==> src/rtl/hex_rate_counter_pkg.sv <==
// -----------------------------------------------------------------------------
// hex_rate_counter_pkg
// Shared definitions for the hex rate counter:
//   speed_e       - rate select encodings (full rate, 1x, 2x, 4x CLK_HZ periods)
//   HEX_W         - width of the displayed nibble
//   reload_value  - maps a rate select to the divider reload value N-1
// -----------------------------------------------------------------------------
package hex_rate_counter_pkg;

  typedef enum logic [1:0] {
    SPEED_FULL = 2'b00,
    SPEED_1S   = 2'b01,
    SPEED_2S   = 2'b10,
    SPEED_4S   = 2'b11
  } speed_e;

  localparam int unsigned HEX_W = 4;

  // Divider reload value (period minus one) for a given rate select.
  // Callers truncate to their divider width, which must hold 4*clk_hz-1.
  function automatic logic [31:0] reload_value(input logic [1:0] speed,
                                                input int unsigned clk_hz);
    logic [31:0] r;
    r = '0;
    case (speed_e'(speed))
      SPEED_FULL: r = 32'd0;
      SPEED_1S:   r = clk_hz - 32'd1;
      SPEED_2S:   r = (32'd2 * clk_hz) - 32'd1;
      SPEED_4S:   r = (32'd4 * clk_hz) - 32'd1;
      default:    r = 32'd0;
    endcase
    return r;
  endfunction

endpackage

==> src/rtl/hex_rate_counter_if.sv <==
// -----------------------------------------------------------------------------
// hex_rate_counter_if
// Control and display bundle of the hex rate counter.
//   enable      - counting enable (low freezes divider and counter)
//   speed       - rate select (see speed_e)
//   up          - 1 = increment, 0 = decrement
//   load        - synchronous parallel load
//   load_value  - value taken on load
//   tick        - registered one-cycle pulse on every counter update
//   hex_value   - current count, feeds the seven-segment decoder
// master drives the controls, slave (the counter) drives tick/hex_value.
// -----------------------------------------------------------------------------
interface hex_rate_counter_if;
  import hex_rate_counter_pkg::*;

  logic             enable;
  logic [1:0]       speed;
  logic             up;
  logic             load;
  logic [HEX_W-1:0] load_value;
  logic             tick;
  logic [HEX_W-1:0] hex_value;

  modport master (
    output enable, speed, up, load, load_value,
    input  tick, hex_value
  );

  modport slave (
    input  enable, speed, up, load, load_value,
    output tick, hex_value
  );
endinterface

==> src/rtl/hex_rate_counter_rate_divider.sv <==
// -----------------------------------------------------------------------------
// hex_rate_counter_rate_divider
// Programmable down-counting divider producing one advance per period.
//   clk, resetn   - clock, asynchronous active-low reset
//   enable        - low freezes the divider
//   speed         - requested rate; a change restarts a full period
//   force_reload  - reload from 'speed' regardless of enable (parallel load)
//   advance       - combinational: the counter must step on this edge
//   tick          - registered copy of advance, aligned with the count change
// -----------------------------------------------------------------------------
module hex_rate_counter_rate_divider
  import hex_rate_counter_pkg::*;
#(
  parameter int unsigned CLK_HZ = 50000000,
  parameter int unsigned DIV_W  = 28
) (
  input  logic       clk,
  input  logic       resetn,
  input  logic       enable,
  input  logic [1:0] speed,
  input  logic       force_reload,
  output logic       advance,
  output logic       tick
);

  logic [DIV_W-1:0] div_q, div_d;
  logic [1:0]       speed_q, speed_d;
  logic             tick_q, tick_d;

  function automatic logic [DIV_W-1:0] reload_of(input logic [1:0] s);
    return DIV_W'(reload_value(s, CLK_HZ));
  endfunction

  always_comb begin
    div_d   = div_q;
    speed_d = speed_q;
    tick_d  = 1'b0;
    if (force_reload || (speed != speed_q)) begin
      // Any reload starts a fresh full period at the requested rate.
      div_d   = reload_of(speed);
      speed_d = speed;
    end else if (enable) begin
      if (div_q == '0) begin
        div_d  = reload_of(speed_q);
        tick_d = 1'b1;
      end else begin
        div_d = div_q - 1'b1;
      end
    end
  end

  always_ff @(posedge clk or negedge resetn) begin
    if (!resetn) begin
      div_q   <= '0;
      speed_q <= SPEED_FULL;
      tick_q  <= 1'b0;
    end else begin
      div_q   <= div_d;
      speed_q <= speed_d;
      tick_q  <= tick_d;
    end
  end

  assign advance = tick_d;
  assign tick    = tick_q;

endmodule

==> src/rtl/hex_rate_counter.sv <==
// -----------------------------------------------------------------------------
// hex_rate_counter
// 4-bit up/down hex counter stepped by a programmable rate divider; its
// hex_value drives a seven-segment decoder directly.
//   clk, resetn - clock, asynchronous active-low reset
//   bus         - slave side of hex_rate_counter_if (controls in,
//                 tick/hex_value out, both registered)
// -----------------------------------------------------------------------------
module hex_rate_counter
  import hex_rate_counter_pkg::*;
#(
  parameter int unsigned CLK_HZ = 50000000,
  parameter int unsigned DIV_W  = 28
) (
  input  logic               clk,
  input  logic               resetn,
  hex_rate_counter_if.slave  bus
);

  logic             advance;
  logic             tick;
  logic [HEX_W-1:0] hex_q, hex_d;

  hex_rate_counter_rate_divider #(
    .CLK_HZ (CLK_HZ),
    .DIV_W  (DIV_W)
  ) u_rate_divider (
    .clk          (clk),
    .resetn       (resetn),
    .enable       (bus.enable),
    .speed        (bus.speed),
    .force_reload (bus.load),
    .advance      (advance),
    .tick         (tick)
  );

  // Load wins over stepping; the divider never advances on a load edge,
  // so the two cannot collide. Direction is sampled only on the step edge.
  always_comb begin
    hex_d = hex_q;
    if (bus.load) begin
      hex_d = bus.load_value;
    end else if (advance) begin
      hex_d = bus.up ? (hex_q + 4'd1) : (hex_q - 4'd1);
    end
  end

  always_ff @(posedge clk or negedge resetn) begin
    if (!resetn) begin
      hex_q <= '0;
    end else begin
      hex_q <= hex_d;
    end
  end

  assign bus.tick      = tick;
  assign bus.hex_value = hex_q;

endmodule

==> src/flat_wrapper.sv <==
// flat-port wrapper written by rule: the top's interface ports become plain ports
module hex_rate_counter_flat import hex_rate_counter_pkg::*;
#(
  parameter int unsigned CLK_HZ = 50000000,
  parameter int unsigned DIV_W  = 28
)
  (clk, resetn, bus_enable, bus_speed, bus_up, bus_load, bus_load_value, bus_tick, bus_hex_value);
  hex_rate_counter_if bus_i ();
  input  logic clk;
  input  logic resetn;
  input wire logic [$bits(bus_i.enable)-1:0] bus_enable;
  input wire logic [$bits(bus_i.speed)-1:0] bus_speed;
  input wire logic [$bits(bus_i.up)-1:0] bus_up;
  input wire logic [$bits(bus_i.load)-1:0] bus_load;
  input wire logic [$bits(bus_i.load_value)-1:0] bus_load_value;
  output wire logic [$bits(bus_i.tick)-1:0] bus_tick;
  output wire logic [$bits(bus_i.hex_value)-1:0] bus_hex_value;
  assign bus_i.enable = bus_enable;
  assign bus_i.speed = bus_speed;
  assign bus_i.up = bus_up;
  assign bus_i.load = bus_load;
  assign bus_i.load_value = bus_load_value;
  assign bus_tick = bus_i.tick;
  assign bus_hex_value = bus_i.hex_value;
  hex_rate_counter #(.CLK_HZ(CLK_HZ), .DIV_W(DIV_W)) u_core (.clk(clk), .resetn(resetn), .bus(bus_i));
endmodule
==> config.mk <==
export PLATFORM = sky130hd
export DESIGN_NAME = hex_rate_counter_flat
export DESIGN_NICKNAME = d
export VERILOG_FILES = /design/src/rtl/hex_rate_counter_pkg.sv /design/src/rtl/hex_rate_counter_if.sv /design/src/rtl/hex_rate_counter_rate_divider.sv /design/src/rtl/hex_rate_counter.sv /design/src/flat_wrapper.sv
export SDC_FILE = /design/constraint.sdc
export NUM_CORES = 1
export LEC_CHECK = 0
export CORE_MARGIN = 2
export CORE_UTILIZATION = 54
export CTS_BUF_LIST = sky130_fd_sc_hd__clkbuf_16
export CTS_CLUSTER_SIZE = 28
export DETAILED_ROUTE_END_ITERATION = 16
export GPL_TIMING_DRIVEN = 0
export PLACE_DENSITY = 0.8
export SETUP_SLACK_MARGIN = 0.05
export SYNTH_ARGS = -nofsm -noshare
export SYNTH_HDL_FRONTEND = slang
export SYNTH_SLANG_ARGS = --single-unit
==> constraint.sdc <==
create_clock -name clk -period 2.7 [get_ports clk]
set_clock_uncertainty 0.15 [all_clocks]
set_input_delay 0.54 -clock clk [delete_from_list [all_inputs] [get_ports clk]]
set_output_delay 0.54 -clock clk [all_outputs]
set_load 0.01 [all_outputs]
### Word level (Yosys, flattened, before mapping)

Index checks and enable logic that the tools add are counted.

* input bits: 11
* output and inout port bits: 5
* word-level logic and storage cells: 31
* flip-flop bits (word level): 35

* equal/unequal tests: 7
* reduce and logical (&&, ||, !) cells: 6
* $add $sub $neg: 3
* mux-type cells: 11

Operators by type and width (number)
* one-hot mux 28 bit (4 select lines): 2
* 2-to-1 mux 28 bit: 3
* zero test 28 bit: 1
* subtractor 28 x 1 -> 28 bit, second input constant: 1
* 2-to-1 mux 4 bit: 3
* equality test 2 bit, second input constant: 4
* adder 4 x 1 -> 4 bit, second input constant: 1
* equality test 2 x 1 -> 1 bit, second input constant: 2
* zero test 2 bit: 2
* nonzero test 2 bit: 2
* subtractor 4 x 1 -> 4 bit, second input constant: 1
* 2-to-1 mux 1 bit: 3
* inequality test 2 bit: 1
* logical OR 1 bit: 1

### Depth between registers and ports, before layout

Gate-level depths: netlist (run 1).

* depth after elaboration: 6
* mapped depth: 11
* gate-level depth less buffers: 8

### Hierarchy

Synthesis (run 1) repeated with hierarchy kept, for this count alone.

* cells, all modules: 300
* area total of the unflattened synthesis: 2522.4 um^2

By module, submodules not included
* hex_rate_counter_rate_divider: times used 1, seq. area each 775.7 um^2, area each 2210.9 um^2, cells an instance 268
* hex_rate_counter: times used 1, seq. area each 100.1 um^2, area each 311.5 um^2, cells an instance 32

### Least setup slack after synthesis (run 1)

No wires, ideal clock.

* path type: reg2reg
* start: reg u_core.u_rate_divider.div_q[4]
* end: reg u_core.u_rate_divider.div_q[22]
* slack: -0.151 ns
* arrival time: 2.580 ns
* required time: 2.429 ns
* period minus slack after synthesis: 2.851 ns
* stages on the path, launching flop included: 10
* setup time: 0.121 ns
* buffers on the path: 4
* cells stage by stage: dfrtp_1 buf_6 or4_4 or4_4 buf_6 or3_1 buf_6 buf_6 a31o_1 a22o_1

* cells in the longest elaborated chain, start to end: 4
* elaborated cells on any way between the ends: 5
* those cells by class: add/sub (1); mux (3); reduce/logical (1)

Ends and longest elaborated chain
* start, declared: RTL line hex_rate_counter_rate_divider.sv:26 `logic [DIV_W-1:0] div_q, div_d;`
* start signal, assigned: RTL line hex_rate_counter_rate_divider.sv:58 `div_q <= div_d;`
* subtractor 28 x 1 -> 28 bit or zero test 28 bit (tied branches): RTL line hex_rate_counter_rate_divider.sv:47, hex_rate_counter_rate_divider.sv:43
* 2-to-1 mux 28 bit (*): RTL line hex_rate_counter_rate_divider.sv:43 `if (div_q == '0) begin`
* 2-to-1 mux 28 bit (*): RTL line hex_rate_counter_rate_divider.sv:42 `end else if (enable) begin`
* 2-to-1 mux 28 bit (*): RTL line hex_rate_counter_rate_divider.sv:38 `if (force_reload || (speed != speed_q)) begin`

Every way passes the cells marked *; elsewhere a longest branch is shown, timed or not. The select of a mux whose other input is x is not followed.
A chain may end at the register's enable or synchronous reset.

### Final worst setup path (run 1)

* start: reg u_core.u_rate_divider.div_q[7]
* end: reg u_core.u_rate_divider.div_q[14]

Same word-level chain as after synthesis.

==> results of run 1 <==
cell type report:
cell class	count	area [um2]	share of cell area, %
tap	52	65.1	1.92
inverter	9	33.8	0.998
sequential	35	877	25.9
clock inverter	3	38.8	1.15
buffer	17	134	3.96
timing repair buffer	44	425	12.6
multi-input combinational	232	1690	49.8
clock buffer	5	125	3.70
power by group through the flow:
stage          Combinational, mW  Sequential (mW)  Clock, mW
2_1_floorplan              0.211            0.640          0
3_3_place_gp               0.299            0.656          0
3_5_place_dp               0.307            0.657          0
4_1_cts                    0.370            0.648      0.655
5_1_grt                    0.441            0.662      0.671
6_report                   0.409            0.659      0.662
sequential cells by signal, summed over array words and instances, names as in the netlist:
signal / flops
u_core.bus.hex_value: 4
u_core.u_rate_divider.tick: 1
u_core.u_rate_divider.div_q: 28
u_core.u_rate_divider.speed_q: 2
metal layers:
metal / vias to the layer above / global-route usage, % / share of wire (%)
met2: 191 / 50.4 / 45
met3: 55 / 5.28 / 9.9
met4: 0 / 15.7 / 5.2
met5: - / 0 / 0
met1: 1339 / 43.6 / 40
li1: 1225 / - / -
logic make-up (layout without fill, tap and decap cells):
kind of cell             Yosys count  count (layout)  share of synthesized area [%]
flip-flops                        35              35                           34.7
AO/OA/AOI/OAI                     98              98                           26.0
adder cells (fa/ha/maj)           13              13                           6.74
buffers and inverters             26              78                           5.16
XOR/XNOR                           8               8                           2.78
AND/OR/NAND/NOR                  112             112                           24.2
multiplexers                       1               1                          0.397
final timing paths:
path	from	to	slack, ps	cells past startpoint
max reg2reg	u_core.u_rate_divider.div_q[7]	u_core.u_rate_divider.div_q[14]	-240	9
min in group clk	u_core.u_rate_divider.div_q[14]	u_core.u_rate_divider.div_q[14]	370	1
min	resetn	u_core.u_rate_divider.div_q[13]	190	1
min reg2reg	u_core.u_rate_divider.div_q[14]	u_core.u_rate_divider.div_q[14]	370	1
max	u_core.u_rate_divider.div_q[7]	u_core.u_rate_divider.div_q[14]	-240	9
max in group asynchronous	resetn	u_core.u_rate_divider.div_q[5]	1630	1
per-stage QoR:
| stage | total power, mW | instances | utilization, % |
|---|---|---|---|
| finish | 1.73 | 397 | 76.7 |
| global route | 1.77 | 397 | 76.7 |
| CTS | 1.67 | 389 | 72.7 |
| detailed placement | 0.964 | 360 | 62.4 |
| global placement | 0.954 | 360 | 62.4 |
| floorplan | 0.851 | 293 | - |
repair_timing:
action / CTS / global route
gates cloned: 3 / 1
buffers inserted: 18 / 9
resized for setup: 37 / 29
endpoints found under the setup margin: 32 / 32
pin swaps: 7 / 8
hold buffers: 0 / 0
critical path, stage by stage (launching register included):
cell	delay, ps
dfrtp_1	410
or4_4	580
or4_4	500
buf_6	150
or3_4	320
buf_6	150
buf_8	140
nand4_1	120
a21oi_2	70
a31o_1	230
synth_stat cells (3+ instances only):
library cell,count
a21o_1,4
a21oi_1,17
a22o_1,7
a31oi_1,4
buf_6,4
clkbuf_1,11
dfrtp_1,35
ha_1,12
inv_1,8
nand2_1,19
nand3_1,6
nand4_1,5
nor2_1,24
nor3_1,17
nor4_1,13
o21a_1,3
o21ai_0,30
o21ai_1,3
o22ai_1,3
o31ai_1,4
or3_1,5
or4_1,5
xnor2_1,5
xor2_1,3
==> results by group, run 1 <==
Clocking
  – CTS tree: done
  – Clock Latency Late Sink: 280 ps
  – CTS Buf Count: 5
  – Clock sinks: 35
  – Clock root cell: clkbuf_16
  – H-tree Lvls: 2
  – Clk slew on worst S/H paths: around 60 ps
  – Clock Tree Buf Depth: 2

Worst hold path
  – Hold Path Class: input port to asynchronous set/reset pin

Placed design
  – Worst slack at placement: -698 ps
  – Final RePlAce weighted congestion: 0.953
  – Placed Area: 0.00276 mm2
  – Input/output buffers: 15
  – Post-DP HPWL: roughly 5300 um

Pwr
  – Switch Pwr: roughly 530 uW
  – Pleak: ~1.4 nW
  – P_int: ~1.2 mW
  – Logic pwr share: 23.6%
  – Sw Ratio: 30.5%
  – Cell Pwr Density: 511 mW/mm2
  – Clock Power Share: roughly two fifths
  – Part of the power in registers: a little under two fifths
  – Peak VDD IR: about 0.33 mV

Final layout
  – Post-route design area: between 0.003 and 0.004 mm2
  – N_diodes: 0
  – Layout Nets: approximately 370
  – Area Growth Syn to Fin: 34.1%
  – Commonest non-fill, non-tap cells in the layout: dfrtp_1 (34), nor2_1 (22), buf_4 (22)
  – Commonest non-fill, non-tap cell in the layout: dfrtp_1
  – Fill count: 285
  – Layout cells sized above 1: between 20% and 30%

Floorplanning
  – Row count: 24
  – Die extent in y: 72.4 um
  – Die Area: between 0.005 and 0.006 mm2
  – Die width: 72.4 um
  – Initial core utilization: 57.2%
  – Ports: 16
  – Core area: 0.00441 mm2

Synthesis
  – Number of enable flip-flop cells after synthesis: 0
  – Area share of the leading cell type in the synthesized netlist: 34.7%
  – Syn. warnings: 0
  – Synth Instances: a little under 300
  – Post-synth top flop: dfrtp_1
  – Synth Area per Inst: roughly 8.6 um2
  – Synth cell types: 59
  – Sequential fraction of the synthesis area: 34.7%
  – Synth area leaders: dfrtp_1 (35%), ha_1 (5.9%), o21ai_0 (5.9%), nor2_1 (3.6%), a21oi_1 (3.4%)
  – Asr flop ratio synth: 100%
  – Area leader, netlist: dfrtp_1
  – Mapped Nets: 317
  – Yosys reg bits: 35
  – Synthesized cell area: 0.00252 mm2

Drt
  – WL final: 8490 um
  – Drt via density: between 7 and 8
  – Detailed-route via count: 2810
  – DR DRC count: 0
  – Initial DRC count: 393
  – Routed len/inst: roughly 21 um
  – Antenna-violating nets left: 0
  – DRT Pass-1 Iters: 5

STA
  – Slew Viols, Final: 0
  – Max Fclk: 340 MHz
  – Crit path time final: 2940 ps
  – RSZ-0062 raised after global routing: yes
  – Fin worst setup slack: -237 ps
  – Final setup TNS: -3030 ps
  – Final hold slack: between 150 and 200 ps
  – Final worst path period share: 109%
  – Worst Tran Pin Value: 1000 ps
  – Slew HR: 32.5%
  – # setup viols final: 27
  – Final Hold Violating Endpoints: 0

Worst setup path
  – Setup crit end kind: register
  – Req. time, crit path: 2720 ps
  – Startpoint types: register
  – Peak fanout along the critical path: 6
  – Data arrival, critical path: between 2000 and 3000 ps
  – Crit Path Category: register to register

Global routing
  – Largest net degree at the start of global routing: 36
  – All-layer global routing usage: 32.3%
  – Number of global-route vias before repair: 2547
  – Antenna violations before repair: 0
  – GRT Residual Overflow: 0
  – Global-route wire length before repair: 12800 um

Outcome
  – Violated checks: negative setup slack
  – Status: complete, but fails checks

Flow run
  – Max cap viols: 0
No activity file was read; power rests on OpenSTA's default activity.
==> inputs of run 2 (changes only) <==
CTS_BUF_LIST = not set   (was sky130_fd_sc_hd__clkbuf_16)
CTS_CLUSTER_DIAMETER = 150   (was not set)
==> run 2 against run 1 <==
  * The run still ends with negative setup slack left
  * Critical endpoint unchanged
  * Largest cell class unchanged
  * Final cell count increased by 1.3%
  * Critical path type unchanged
  * Die area unchanged
  * Clock-buffer cell count increased by 1
  * Sequential share of layout area decreased by 0.22 points
  * Clock power decreased by 23%
  * Routed wire length increased by 0.61%
==> results by group, run 2 (synthesized netlist as in run 1, its figures left out) <==
Outcome
  – Status: complete, but fails checks
  – Violated checks: negative setup slack

Global routing
  – Global-route wire length before repair: between 10000 and 15000 um
  – All-layer global routing usage: 31.8%
  – Largest net degree at the start of global routing: 36
  – GRT Residual Overflow: 0
  – Antenna violations before repair: 0
  – Number of global-route vias before repair: 2537

STA
  – Slew HR: between 40% and 50%
  – # setup viols final: 20
  – Final Hold Violating Endpoints: 0
  – Max Fclk: 346 MHz
  – Worst Tran Pin Value: 807 ps
  – Crit path time final: roughly 2900 ps
  – Fin worst setup slack: -186 ps
  – Slew Viols, Final: 0
  – Final worst path period share: 107%
  – Final setup TNS: -1610 ps
  – RSZ-0062 raised after global routing: yes
  – Final hold slack: 184 ps

Floorplanning
  – Die extent in y: 72.4 um
  – Row count: 24
  – Core area: ~0.0044 mm2
  – Ports: 16
  – Die width: 72.4 um
  – Initial core utilization: 57.2%
  – Die Area: between 0.005 and 0.006 mm2

Pwr
  – Peak VDD IR: approximately 0.30 mV
  – Pleak: about 1.4 nW
  – Cell Pwr Density: between 400 and 500 mW/mm2

Worst setup path
  – Peak fanout along the critical path: 9
  – Setup crit end kind: register
  – Crit Path Category: register to register
  – Worst reg2reg path depth: 10
  – Reg2reg end: u_core.u_rate_divider.div_q[14]
  – Register-to-register setup slack: -190 ps
  – RR Startpoint: u_core.u_rate_divider.div_q[0]
  – Startpoint types: register
  – Data arrival, critical path: 2920 ps
  – Req. time, crit path: 2730 ps

Clocking
  – H-tree Lvls: 2
  – CTS Buf Count: 5
  – CTS tree: done
  – Clock sinks: 35
  – Clock Latency Late Sink: 300 ps
  – CTS Hold Bufs: 0
  – Clk slew on worst S/H paths: 80 ps
  – Clock root cell: clkbuf_8
  – Clock Tree Buf Depth: 2

Drt
  – DRT Pass-1 Iters: 5
  – DR DRC count: 0
  – Antenna-violating nets left: 0
  – WL final: 8540 um
  – Drt via density: between 6 and 7
  – Routed len/inst: ~21 um
  – Initial DRC count: 411
  – Detailed-route via count: 2792

Flow run
  – Max cap viols: 0

Final layout
  – Fill count: 286
  – Layout Nets: 373
  – Commonest non-fill, non-tap cell in the layout: dfrtp_1
  – Largest Register: u_core.u_rate_divider.div_q
  – Area occupied by multi-input gates: 0.00175 mm2
  – Register area: 877 um2
  – Max reg flops: 28
  – Layout cells sized above 1: 27.7%
  – Commonest non-fill, non-tap cells in the layout: dfrtp_1 (34), buf_4 (27), nor2_1 (22)
  – Area Growth Syn to Fin: 35.3%
  – N_diodes: 0

Worst hold path
  – Hold Path Class: input port to asynchronous set/reset pin

Placed design
  – Final RePlAce weighted congestion: 0.953
  – Post-DP HPWL: 5280 um
  – Input/output buffers: 15
-- run 2: how the worst max path moves through the flow --
stage | start | endpoint | slack (ps) | depth (start not counted)
after floorplan | u_core.u_rate_divider.div_q[0] | u_core.u_rate_divider.div_q[22] | -100 | 10
after global placement | bus_speed[0] | u_core.u_rate_divider.div_q[8] | -760 | 7
after detailed placement | bus_speed[0] | u_core.u_rate_divider.div_q[6] | -700 | 9
after CTS | u_core.u_rate_divider.div_q[0] | u_core.u_rate_divider.div_q[22] | -170 | 10
after global routing | u_core.u_rate_divider.div_q[1] | u_core.bus.hex_value[1] | -210 | 9
final | u_core.u_rate_divider.div_q[0] | u_core.u_rate_divider.div_q[14] | -190 | 10
-- run 2: critical path, cell delays in order (launching register included) --
cell and delay, ps:
dfrtp_1 400, inv_2 60, ha_1 150, or4b_4 460, or4_4 430, buf_6 160
or3_4 380, buf_8 170, nand4_1 100, a21oi_1 80, a31o_1 220
-- run 2: repair_timing --
item,4_1_cts,5_1_grt
buffers inserted,18,16
pin swaps,6,14
gates cloned,3,0
setup endpoints to repair,32,32
resized for setup,45,44
hold endpoints to repair,0,0
-- run 2: cell type report --
cell class,count,share of cell area [%]
clock buffers,6,2.42
clock inverters,2,1.03
well taps,52,1.91
flip-flops and latches,35,25.7
multi-input cells,232,51.4
inverters,9,0.990
plain buffers,15,3.26
repair buffers,51,13.3
-- run 2: report_power, final --
part           internal, mW  switching (mW)
Sequential            0.579          0.0794
Clock                 0.299           0.209
Combinational         0.196           0.228
-- run 2: routing by layer --
layer	global-route usage, %	up-vias	wire length [um]
li1	-	1226	-
met3	5.14	39	907
met5	0	-	0
met4	14.7	0	337
met2	50.1	210	4020
met1	43.1	1317	3280
-- run 2: stage by stage --
step	cell area [um2]	setup WS, ps	power, mW	instances	utilization (%)
after floorplan	2540	-102	0.851	293	-
after CTS	3160	-165	1.52	389	71.6
after detailed placement	2760	-698	0.964	360	62.4
final	3410	-186	1.59	402	77.3
after global routing	3410	-209	1.64	402	77.3
after global placement	2760	-760	0.954	360	62.4
==> inputs of run 3 (changes only) <==
CORE_UTILIZATION = 55   (was 54)
CTS_CLUSTER_SIZE = 40   (was 28)
PLACE_DENSITY = 0.78   (was 0.8)
clock period = 3.6 ns   (was 2.7 ns; I/O delays follow)
==> run 3 against run 2 <==
  * The flow now finishes without violations
  * Register-to-register slack improved by 580 ps
  * Sequential power fell by 26%
  * Critical path type is now input port to register
  * Power fell by 34%
  * Worst hold slack improved by 180 ps
  * Flip-flop and latch count did not move
  * Final area fell by 17%
  * Clock-buffer cell count rose by 2
==> results by group, run 3 (synthesized netlist as in run 1, its figures left out) <==
Outcome
  – Status: completed

Floorplanning
  – Die Area: 0.00515 mm2
  – Row count: 24
  – Core area: 0.00438 mm2
  – Ports: 16
  – Die extent in y: 71.7 um
  – Die width: approximately 70 um
  – Initial core utilization: a little under three fifths

Final layout
  – Max reg flops: 28
  – Non-Filler Instances: 368
  – Commonest non-fill, non-tap cell in the layout: dfrtp_1
  – Layout Nets: 339
  – Largest Register: u_core.u_rate_divider.div_q
  – Area Growth Syn to Fin: 12.6%
  – N_diodes: 0
  – Fill count: 373
  – Layout cells sized above 1: 7.91%
  – Commonest non-fill, non-tap cells in the layout: dfrtp_1 (35), o21ai_0 (30), nor2_1 (24)

Clocking
  – Clk slew on worst S/H paths: 70 ps
  – Clock Tree Buf Depth: 2
  – CTS tree: done
  – H-tree Lvls: 2
  – CTS Hold Bufs: 0
  – CTS Buf Count: 5
  – Clock Latency Late Sink: ~300 ps
  – Clock sinks: 35
  – Clock root cell: clkbuf_8

Global routing
  – Met3 usage: 5.91%
  – All-layer global routing usage: 30.6%
  – Most used routing layer: met2
  – Global-route wire length before repair: 12100 um
  – Largest net degree at the start of global routing: 36
  – Number of global-route vias before repair: 2416
  – GR Layer Usage met1: 41.9%
  – Met2 Usage GRT: 47.6%
  – Antenna violations before repair: 0
  – GRT Residual Overflow: 0

Worst setup path
  – Data arrival, critical path: 3270 ps
  – Worst reg2reg path depth: 7
  – Req. time, crit path: 3630 ps
  – Startpoint types: input port
  – Peak fanout along the critical path: 10
  – Setup crit end kind: register
  – Crit Path Category: input port to register
  – Crit. Startpoint: bus_speed[0]
  – Register-to-register setup slack: between 300 and 400 ps
  – Reg2reg end: u_core.u_rate_divider.div_q[12]
  – RR Startpoint: u_core.u_rate_divider.div_q[8]

STA
  – Worst Tran Pin Value: slightly below 900 ps
  – # setup viols final: 0
  – Crit path time final: 3240 ps
  – Final worst path period share: 90.0%
  – Final Hold Violating Endpoints: 0
  – Max Fclk: 309 MHz
  – Fin worst setup slack: 359 ps
  – Slew Viols, Final: 0
  – Slew HR: about two fifths
  – RSZ-0062 raised after global routing: no

Pwr
  – Switch Pwr: 336 uW
  – Sw Ratio: 32.1%
  – Part of the power in registers: between 40% and 50%
  – Pleak: 1.11 nW
  – Cell Pwr Density: around 370 mW/mm2
  – Logic pwr share: around 22%
  – P_int: about 710 uW
  – Clock Power Share: 31.2%
  – Peak VDD IR: between 0.2 and 0.25 mV

Drt
  – Drt via density: about 6.8
  – Antenna-violating nets left: 0
  – WL final: 7360 um
  – DRT Pass-1 Iters: 5
  – Detailed-route via count: 2498
  – Initial DRC count: between 200 and 250
  – Routed len/inst: 20.0 um
  – DR DRC count: 0

Placed design
  – Dpl cells: 360
  – Post-DP HPWL: between 5000 and 6000 um
  – Final RePlAce weighted congestion: 0.972
  – Worst slack at placement: -87.3 ps
  – Input/output buffers: 15

Flow run
  – Max cap viols: 0

Worst hold path
  – Hold Path Class: input port to asynchronous set/reset pin
run 3: changes by cell type in the layout (fill, tap and decap cells not counted), sizes merged:
cell,before,now
clkinv,2,1
dlymetal6s2s,2,0
clkdlybuf4s50,12,14
bufinv,1,0
buf,42,7
clkbuf,16,19
run 3: worst max-delay path, cell delays in order:
cell and delay, ps:
clkdlybuf4s50_1 500, xor2_1 240, nor3_1 260, clkbuf_2 300, nor2_1 120, a31oi_1 270, clkbuf_1 440, o21ai_0 170
a22o_1 260
run 3: power by group through the flow:
stage / Clock, mW / Sequential [mW] / Combinational (mW)
after floorplan: 0 / 0.480 / 0.155
after global placement: 0 / 0.489 / 0.221
after detailed placement: 0 / 0.491 / 0.229
after CTS: 0.329 / 0.484 / 0.229
after global routing: 0.344 / 0.491 / 0.257
final: 0.326 / 0.486 / 0.232
run 3: cell type report:
type / count / area, um2 / share of cell area, %
multi-input combinational: 232 / 1520 / 53.6
inverter: 9 / 33.8 / 1.19
timing repair buffer: 15 / 145 / 5.11
sequential: 35 / 876 / 30.8
clock buffer: 8 / 100 / 3.52
buffer: 17 / 97.6 / 3.43
tap: 52 / 65.1 / 2.29
run 3: worst max path at each step:
stage               cells after the start                               to  slack (ps)
finish                                  9   u_core.u_rate_divider.div_q[6]         360
global route                            7  u_core.u_rate_divider.div_q[24]          60
CTS                                     9   u_core.u_rate_divider.div_q[6]         220
detailed placement                      9   u_core.u_rate_divider.div_q[6]         -90
global placement                        9   u_core.u_rate_divider.div_q[6]         -70
floorplan                               9  u_core.u_rate_divider.div_q[22]         750
run 3: layer usage:
layer,wire (um),up-vias
met5,0,-
met1,3180,1183
met2,3340,138
met4,221,0
li1,-,1156
met3,625,21
run 3: timing repair:
action,CTS,global route
setup endpoints to repair,0,8
setup buffers,0,0
resized for setup,0,2
run 3: metrics by stage:
step / area [um2] / power, mW / utilization, % / hold slack [ps] / TNS [ps]
final: 2840 / 1.04 / 64.8 / 360 / 0
after CTS: 2830 / 1.04 / 64.6 / 376 / 0
after floorplan: 2520 / 0.634 / - / 274 / 0
after global placement: 2740 / 0.711 / 62.5 / 362 / -382
after detailed placement: 2730 / 0.720 / 62.4 / 363 / -390
after global routing: 2840 / 1.09 / 64.8 / 398 / 0
